--- src/rtl/mem_line_arbiter_pkg.sv ---
// Shared types for the line-wide memory port arbiter.
package mem_line_arbiter_pkg;

  typedef enum logic [1:0] {ARB_IDLE, ARB_BUSY, ARB_RESP} arb_state_t;
  typedef enum logic {ARB_OP_READ, ARB_OP_WRITE} arb_op_t;

endpackage

--- src/rtl/rr_priority_picker.sv ---
// Combinational round-robin picker: first pending index scanning upward from last_i+1 with wrap.
module rr_priority_picker #(
  parameter int unsigned N = 3,
  localparam int unsigned IdxW = $clog2(N)
) (
  input  logic [N-1:0]    pending_i,
  input  logic [IdxW-1:0] last_i,
  output logic            found_o,
  output logic [IdxW-1:0] idx_o
);

  logic [31:0] cand;

  always_comb begin
    found_o = 1'b0;
    idx_o   = '0;
    cand    = '0;
    for (int unsigned i = 1; i <= N; i++) begin
      cand = (32'(last_i) + i) % N;
      if (!found_o && pending_i[cand[IdxW-1:0]]) begin
        found_o = 1'b1;
        idx_o   = cand[IdxW-1:0];
      end
    end
  end

endmodule

--- src/rtl/mem_line_arbiter.sv ---
// Round-robin arbiter sharing one line-wide memory port between NB_PORTS L1 requesters,
// with a per-transaction timeout and a sticky error flag.
module mem_line_arbiter
  import mem_line_arbiter_pkg::*;
#(
  parameter int unsigned NB_PORTS       = 3,
  parameter int unsigned LINE_SIZE      = 256,
  parameter int unsigned TIMEOUT_CYCLES = 64,
  localparam int unsigned IdW = $clog2(NB_PORTS)
) (
  input  logic                                clk_i,
  input  logic                                rstn_i,
  input  logic [NB_PORTS-1:0]                 req_read_en_i,
  input  logic [NB_PORTS-1:0]                 req_write_en_i,
  input  logic [NB_PORTS-1:0][31:0]           req_addr_i,
  input  logic [NB_PORTS-1:0][LINE_SIZE-1:0]  req_write_data_i,
  output logic [NB_PORTS-1:0]                 req_read_valid_o,
  output logic [NB_PORTS-1:0]                 req_write_valid_o,
  output logic [LINE_SIZE-1:0]                req_read_data_o,
  output logic                                mem_read_en_o,
  output logic                                mem_write_en_o,
  output logic [31:0]                         mem_addr_o,
  output logic [LINE_SIZE-1:0]                mem_write_data_o,
  input  logic                                mem_read_valid_i,
  input  logic                                mem_write_valid_i,
  input  logic [LINE_SIZE-1:0]                mem_read_data_i,
  output logic [IdW-1:0]                      grant_id_o,
  output logic                                timeout_err_o
);

  localparam int unsigned CntW        = (TIMEOUT_CYCLES > 1) ? $clog2(TIMEOUT_CYCLES) : 1;
  localparam int unsigned TimeoutLast = (TIMEOUT_CYCLES > 0) ? TIMEOUT_CYCLES - 1 : 0;

  arb_state_t           state_q, state_d;
  arb_op_t              op_q, op_d;
  logic [IdW-1:0]       grant_q, grant_d;
  logic [IdW-1:0]       last_q, last_d;
  logic [31:0]          addr_q, addr_d;
  logic [LINE_SIZE-1:0] wdata_q, wdata_d;
  logic [LINE_SIZE-1:0] rdata_q, rdata_d;
  logic [CntW-1:0]      cnt_q, cnt_d;
  logic                 err_q, err_d;

  logic                 pick_found;
  logic [IdW-1:0]       pick_idx;
  logic                 mem_done;
  logic                 tmo;

  rr_priority_picker #(
    .N (NB_PORTS)
  ) u_picker (
    .pending_i (req_read_en_i | req_write_en_i),
    .last_i    (last_q),
    .found_o   (pick_found),
    .idx_o     (pick_idx)
  );

  always_comb begin
    state_d  = state_q;
    op_d     = op_q;
    grant_d  = grant_q;
    last_d   = last_q;
    addr_d   = addr_q;
    wdata_d  = wdata_q;
    rdata_d  = rdata_q;
    cnt_d    = cnt_q;
    err_d    = err_q;
    mem_done = 1'b0;
    tmo      = 1'b0;
    case (state_q)
      ARB_IDLE: begin
        if (pick_found) begin
          state_d = ARB_BUSY;
          grant_d = pick_idx;
          // Write wins when both are raised; the read is re-arbitrated later.
          op_d    = req_write_en_i[pick_idx] ? ARB_OP_WRITE : ARB_OP_READ;
          addr_d  = req_addr_i[pick_idx];
          wdata_d = req_write_data_i[pick_idx];
          cnt_d   = '0;
        end
      end
      ARB_BUSY: begin
        mem_done = (op_q == ARB_OP_READ) ? mem_read_valid_i : mem_write_valid_i;
        tmo      = (TIMEOUT_CYCLES != 0) && (cnt_q == CntW'(TimeoutLast));
        if (mem_done) begin
          rdata_d = (op_q == ARB_OP_READ) ? mem_read_data_i : '0;
          state_d = ARB_RESP;
        end else if (tmo) begin
          rdata_d = '0;
          err_d   = 1'b1;
          state_d = ARB_RESP;
        end else begin
          cnt_d = cnt_q + 1'b1;
        end
      end
      ARB_RESP: begin
        last_d  = grant_q;
        state_d = ARB_IDLE;
      end
      default: state_d = ARB_IDLE;
    endcase
  end

  always_ff @(posedge clk_i) begin
    if (!rstn_i) begin
      state_q <= ARB_IDLE;
      op_q    <= ARB_OP_READ;
      grant_q <= '0;
      last_q  <= IdW'(NB_PORTS - 1);
      addr_q  <= '0;
      wdata_q <= '0;
      rdata_q <= '0;
      cnt_q   <= '0;
      err_q   <= 1'b0;
    end else begin
      state_q <= state_d;
      op_q    <= op_d;
      grant_q <= grant_d;
      last_q  <= last_d;
      addr_q  <= addr_d;
      wdata_q <= wdata_d;
      rdata_q <= rdata_d;
      cnt_q   <= cnt_d;
      err_q   <= err_d;
    end
  end

  always_comb begin
    mem_read_en_o     = (state_q == ARB_BUSY) && (op_q == ARB_OP_READ);
    mem_write_en_o    = (state_q == ARB_BUSY) && (op_q == ARB_OP_WRITE);
    req_read_valid_o  = '0;
    req_write_valid_o = '0;
    if (state_q == ARB_RESP) begin
      if (op_q == ARB_OP_READ) req_read_valid_o  = NB_PORTS'(1) << grant_q;
      else                     req_write_valid_o = NB_PORTS'(1) << grant_q;
    end
    mem_addr_o       = addr_q;
    mem_write_data_o = wdata_q;
    req_read_data_o  = rdata_q;
    grant_id_o       = grant_q;
    timeout_err_o    = err_q;
  end

endmodule

--- config.mk ---
export PLATFORM = sky130hd
export DESIGN_NAME = mem_line_arbiter
export DESIGN_NICKNAME = d
export VERILOG_FILES = /design/src/rtl/mem_line_arbiter_pkg.sv /design/src/rtl/rr_priority_picker.sv /design/src/rtl/mem_line_arbiter.sv
export SDC_FILE = /design/constraint.sdc
export NUM_CORES = 2
export LEC_CHECK = 0
export CAP_MARGIN = 30
export CORE_AREA = 5 5 655 657
export DETAILED_ROUTE_END_ITERATION = 8
export DIE_AREA = 0 0 660 662
export GPL_ROUTABILITY_DRIVEN = 0
export PLACE_DENSITY = 0.3
export SLEW_MARGIN = 20
export SYNTH_ARGS = -nofsm -noshare
export SYNTH_HDL_FRONTEND = slang
export SYNTH_SLANG_ARGS = --single-unit
--- constraint.sdc ---
create_clock -name clk_i -period 5.3 [get_ports clk_i]
set_clock_uncertainty 0.15 [all_clocks]
set_input_delay 1.06 -clock clk_i [delete_from_list [all_inputs] [get_ports clk_i]]
set_output_delay 1.06 -clock clk_i [all_outputs]
set_load 0.01 [all_outputs]
After elaboration in Yosys (flattened, before gate mapping)
Cells that the tools add are included.
Word-level totals
  register bits: 558
  input port bits: 1130
  output and inout bits: 555
  logic and storage cells: 80
Operators by class
  $add $sub $neg: 4
  div/mod/pow operators: 3
  magnitude comparators: 4
  equality and inequality tests: 7
  shifts and indexed selects: 1
  muxes and demuxes: 35
  bitwise gates (word level): 3
  reductions and logical operators: 14
Operator list (count)
  2-to-1 mux 256 bit: 4
  binary-select mux 256 bit (select 2 bit): 1
  remainder unit 32 x 2 -> 32 bit (second input constant): 3
  binary-select mux 32 bit (select 2 bit): 1
  2-to-1 mux 32 bit: 1
  2-to-1 mux 6 bit: 3
  < comparator 2 x 3 -> 1 bit (second input constant): 4
  2-to-1 mux 2 bit: 6
  2-to-1 mux 3 bit: 4
  case mux 6 bit (2 select lines): 1
  2-to-1 mux 1 bit: 9
  binary-select mux 1 bit (select 2 bit): 4
  adder 2 x 2 -> 3 bit (second input constant): 2
  adder 6 x 1 -> 6 bit (second input constant): 1
  equality test 6 bit (second input constant): 1
  != test 2 bit (second input constant): 3
  AND reduction 2 bit: 3
  logical AND 1 bit: 4
  case mux 2 bit (2 select lines): 1
  AND reduction 4 bit: 1
  nonzero test 2 bit: 2
  adder 2 x 1 -> 3 bit (second input constant): 1
  != test 3 bit (second input constant): 1
  OR 3 bit: 1
  7 further kinds: 9

Longest topological paths before layout
  depth in word-level cells: 14
  mapped depth: 11
  depth with buffers taken out: 8

Cells and area by module
From an unflattened synthesis, not the netlist that was laid out.
Second synthesis, totals
  cell total of the unflattened synthesis: 3205
  area, all modules: 26056.2 µm²
Modules (own cells, without submodules)
  mem_line_arbiter: times used 1, cells an instance 3185, area an instance 25924.9 µm², seq. area each 11170.7 µm²
  rr_priority_picker: times used 1, cells an instance 20, area an instance 131.4 µm², seq. area each 0.0 µm²

Worst setup path before layout
No wires, ideal clock.
  path type: input to register
  start point: input req_read_en_i[0]
  end point: register addr_q[25] (netlist: mem_addr_o[25])
  library setup time: 0.069 ns
  arrival: 2.602 ns
  data required time: 5.081 ns
  setup slack: 2.479 ns
  cell stages on the path: 9
  buffers on the path: 3
  cells stage by stage: nor3_2 -> o32a_1 -> nand3_2 -> nor2_1 -> or4b_1 -> buf_6 -> buf_12 -> buf_8 -> o21ai_1
On the way
  cells in the longest elaborated chain, start to end: 12
  elaborated cells between the ends (all ways): 20
  those cells by class: mux: 14; bitwise: 1; reduce/logical: 5
RTL lines
  start: declaration: line mem_line_arbiter.sv:13  | input logic [NB_PORTS-1:0] req_read_en_i,
  OR 3 bit *: line mem_line_arbiter.sv:52  | .pending_i (req_read_en_i | req_write_en_i),
  binary-select mux 1 bit (select 2 bit): line rr_priority_picker.sv:20  | if (!found_o && pending_i[cand[IdxW-1:0]]) begin
  2-to-1 mux 1 bit (not written as such): line rr_priority_picker.sv:20
  2-to-1 mux 1 bit: line rr_priority_picker.sv:20
  zero test 1 bit: line rr_priority_picker.sv:20
  logical AND 1 bit: line rr_priority_picker.sv:20
  2-to-1 mux 1 bit: line rr_priority_picker.sv:20
  zero test 1 bit: line rr_priority_picker.sv:20
  logical AND 1 bit: line rr_priority_picker.sv:20
  2-to-1 mux 2 bit: line rr_priority_picker.sv:20
  binary-select mux 32 bit (select 2 bit): line mem_line_arbiter.sv:77  | addr_d = req_addr_i[pick_idx];
  2-to-1 mux 32 bit (not written as such): line mem_line_arbiter.sv:77
  end signal: assignment: line mem_line_arbiter.sv:120  | addr_q <= addr_d;
  end: declaration: line mem_line_arbiter.sv:38  | logic [31:0] addr_q, addr_d;
Every way passes the cells marked *; elsewhere a longest branch is shown, timed or not. The select of a mux whose other input is x is not followed.
A chain may end at the register's enable or synchronous reset.

Worst setup path in the final report
  start point: register state_q[1]
  end point: output req_write_valid_o[1]
On the way
  cells in the longest elaborated chain, start to end: 2
RTL lines
  start: declaration: line mem_line_arbiter.sv:34  | arb_state_t state_q, state_d;
  start signal: assignment: line mem_line_arbiter.sv:116  | state_q <= state_d;
  equality test 2 bit: line mem_line_arbiter.sv:133  | if (state_q == ARB_RESP) begin
  2-to-1 mux 3 bit: line mem_line_arbiter.sv:133
  end: declaration: line mem_line_arbiter.sv:18  | output logic [NB_PORTS-1:0] req_write_valid_o,
No other way between the ends.

==> out/metrics.cfg <==
[finish]
final_cells=9430
fillCellCount=48200
fin_nets=4738
drive_above_1_share_pct=5.42
final_core_util_pct=11.6
areaGrowthSynthToFinish_pct=121

[worst_setup_path]
required_ns=4.09
cp_num_buf_inv=1
slowest_stage=clkdlybuf4s50_1
crit_arrival_ns=3.08
path_class=flip-flop to output port
slowest_delay_ns=0.99
crit_fanout=6
end_kind=output port
critPathTopFamily=buffers and inverters
start_kind=flip-flop
path_cells=nor2b_1 > nand2_1 > nor3b_1 > clkdlybuf4s50_1

[detailed_routing]
dr_total_vias=27200
drt_iter0_drc=2082
viasPerCell=2.88
ant_nets=0
wl_per_cell_um=33.8
drc=0
dr.pass1.iters=6
finalWirelength_um=319000

[floorplanning]
die-area_mm2=0.437
dieWidth_um=660
ioPinCount=1685
die_h_um=662
coreArea_mm2=0.422
start_util_pct=5.24
rows=239

[worst_hold_path]
min_path_type=flip-flop to flip-flop

[logic_synthesis]
synth_cells=2004
synth-edff-count=0
netlist_area_mm2=0.0221
ys_ff_latch=558
ys_warn_count=0
async_flop_share_pct=0
synth_cell_types=52
postSynthAreaPerCell_um2=11.0
synth_nets=3139
ys.flop_type=dfxtp_1
ys_seq_area_share_pct=50.5

[global_routing]
antenna_found_initial=354
grt_max_degree=103
globalRouteOverflowTotal=0
grt_pass1_vias=26400
track_usage_pct=13.8
grt_pass1_wl_um=378000

[status]
status=finished clean

[power]
p_total_mw=16.0
pwr-share-comb_pct=27.4
switching_share_pct=32.7
pwr-share-clk_pct=40.8
power_density_mw_per_mm2=328
internal-power_mw=10.8
ir_drop_v=0.000224
power.share.sequential_pct=31.8
p_leak_nw=15.6
p_switching_mw=5.23

[placement]
port_buffers=1684
dpl.hpwl_um=282000
place_inst=9173

[cts]
tritoncts=built
htreeDepth=3
cts_max_path_buffers=4
hold_buffers=0
post_cts_buffers=0
clock-sinks=558
numCtsBuffers=91
clk_pin_slew_ns=0.06
cts_root_buf=clkbuf_16
cts.repair.resized=0
worst_skew_pair.late_latency_ns=0.82

[timing]
maxSlewHeadroom_pct=38.5
max_clock_freq_mhz=233
fin_setup_tns_ns=0
finalSetupViolations=0
tightest_slew_ns=0.922
min_period_ns=4.29
finalCritPeriodShare_pct=80.9
hold_violations=0
rsz0062_at_grt=no
maxSlewViolCount=0

[job]
cap_violations=0

worst paths after layout:
kind | from | cells past startpoint | end | slack [ns]
setup reg to reg | last_q[0]$_SDFFE_PN0P_ | 10 | mem_write_data_o[98]$_SDFFE_PN0P_ | 1.81
hold reg to reg | req_read_data_o[117]$_SDFFE_PN0P_ | 1 | req_read_data_o[117]$_SDFFE_PN0P_ | 0.33
hold / removal | req_read_data_o[117]$_SDFFE_PN0P_ | 1 | req_read_data_o[117]$_SDFFE_PN0P_ | 0.33
setup / recovery | state_q[1]$_SDFFE_PN0P_ | 4 | req_write_valid_o[1] | 1.01
Yosys cell counts (4+ instances only):
cell | instances | area share, %
dfxtp_1 | 558 | 50
a32oi_1 | 289 | 11
mux2i_1 | 289 | 13
a22o_1 | 256 | 10
o21ai_1 | 211 | 4.8
clkbuf_1 | 129 | 2.2
o21ai_0 | 82 | 1.9
buf_2 | 55 | 1.2
buf_8 | 20 | 1.4
nor2_1 | 17 | 0.29
nand2_1 | 9 | 0.15
a21oi_1 | 6 | 0.14
buf_1 | 6 | 0.10
buf_6 | 6 | 0.31
nand3_1 | 6 | 0.14
and3_1 | 5 | 0.14
ha_1 | 5 | 0.28
nand2b_1 | 5 | 0.14
inv_1 | 4 | 0.068
nand4_1 | 4 | 0.11
xor2_1 | 4 | 0.16
placed cells by master, fill, tap and decap left out, types with 2 or more instances in the layout:
| cell type | netlist | routed |
|---|---|---|
| a32oi_1 | 289 | 289 |
| a211oi_1 | 2 | 2 |
| clkbuf_8 | 0 | 15 |
| o21ai_1 | 211 | 211 |
| clkbuf_16 | 0 | 92 |
| clkinv_2 | 0 | 15 |
| and3_1 | 5 | 4 |
| clkbuf_1 | 129 | 17 |
| inv_6 | 0 | 3 |
| a21oi_1 | 6 | 5 |
| clkinv_4 | 0 | 4 |
| diode_2 | 0 | 95 |
| nand3_1 | 6 | 5 |
| a31oi_1 | 2 | 2 |
| o21ai_0 | 82 | 82 |
| nand2_1 | 9 | 9 |
| a22o_1 | 256 | 256 |
| xor2_1 | 4 | 4 |
| bufinv_16 | 0 | 12 |
| inv_1 | 4 | 4 |
| nand4_1 | 4 | 4 |
| buf_4 | 2 | 22 |
| or3_1 | 2 | 2 |
| mux2i_1 | 289 | 289 |
| ha_1 | 5 | 5 |
| clkinvlp_4 | 0 | 2 |
| nand2b_1 | 5 | 5 |
| buf_12 | 2 | 19 |
| nor2b_1 | 3 | 3 |
| nor2_1 | 17 | 17 |
| clkdlybuf4s50_1 | 0 | 1683 |
| dfxtp_1 | 558 | 558 |
logic make-up after synthesis:
family / share of synthesized area [%]
xor gates and xnor gates: 0.158
AOI/OAI and AO/OA: 28.9
buffers and inverters: 5.53
muxes: 13.1
DFF: 50.5
adders and majority gates: 0.283
and+or+nand+nor: 1.58
through the flow:
step                hold slack, ns  instance area, µm²  setup slack, ns
global route                 0.338               48700            0.912
finish                       0.326               48900             1.01
CTS                          0.330               48600            0.948
floorplan                    0.320               22100             2.48
detailed placement           0.313               45500             1.06
global placement             0.310               45500             1.11
worst register-to-register path: stages, from the launching register on:
cell,delay (ns)
dfxtp_1,0.39
inv_1,0.08
ha_1,0.43
o21ba_2,0.20
o32ai_1,0.24
nand4_1,0.22
nand3_4,0.16
buf_4,0.25
buf_12,0.41
mux2i_1,0.67
o21ai_1,0.12
per-layer routing:
| metal | vias up | share of wire (%) | GRT usage (%) |
|---|---|---|---|
| met2 | 1812 | 48 | 23.8 |
| met1 | 13100 | 37 | 15.3 |
| met3 | 722 | 10 | 5.91 |
| met4 | 156 | 3.9 | 4.20 |
| li1 | 11300 | - | - |
| met5 | - | 0.33 | 0 |
sequential cells by signal, indices dropped and copies added, names as in the netlist:
| name | flops |
|---|---|
| req_read_data_o | 256 |
| grant_id_o | 2 |
| cnt_q | 6 |
| state_q | 2 |
| mem_write_data_o | 256 |
| last_q | 2 |
| op_q | 1 |
| mem_addr_o | 32 |
| timeout_err_o | 1 |
power by group through the flow:
stage / registers (mW) / logic (mW) / clock network, mW
after floorplan: 5.25 / 1.20 / 0
after global placement: 5.16 / 4.51 / 0
after detailed placement: 5.17 / 4.50 / 0
after CTS: 5.08 / 4.52 / 6.83
after global routing: 5.13 / 4.60 / 6.94
final: 5.08 / 4.39 / 6.53
cell type report:
| type | instances | area (µm²) | area share (%) |
|---|---|---|---|
| diodes | 95 | 238 | 0.487 |
| clock buffers | 124 | 2570 | 5.26 |
| clock inverters | 38 | 548 | 1.12 |
| inverters | 5 | 18.8 | 0.0384 |
| multi-input cells | 1221 | 9790 | 20.0 |
| flip-flops and latches | 558 | 11200 | 22.9 |
| well taps | 5663 | 7090 | 14.5 |
| repair buffers | 1726 | 17400 | 35.7 |
No activity file was read; power rests on OpenSTA's default activity.
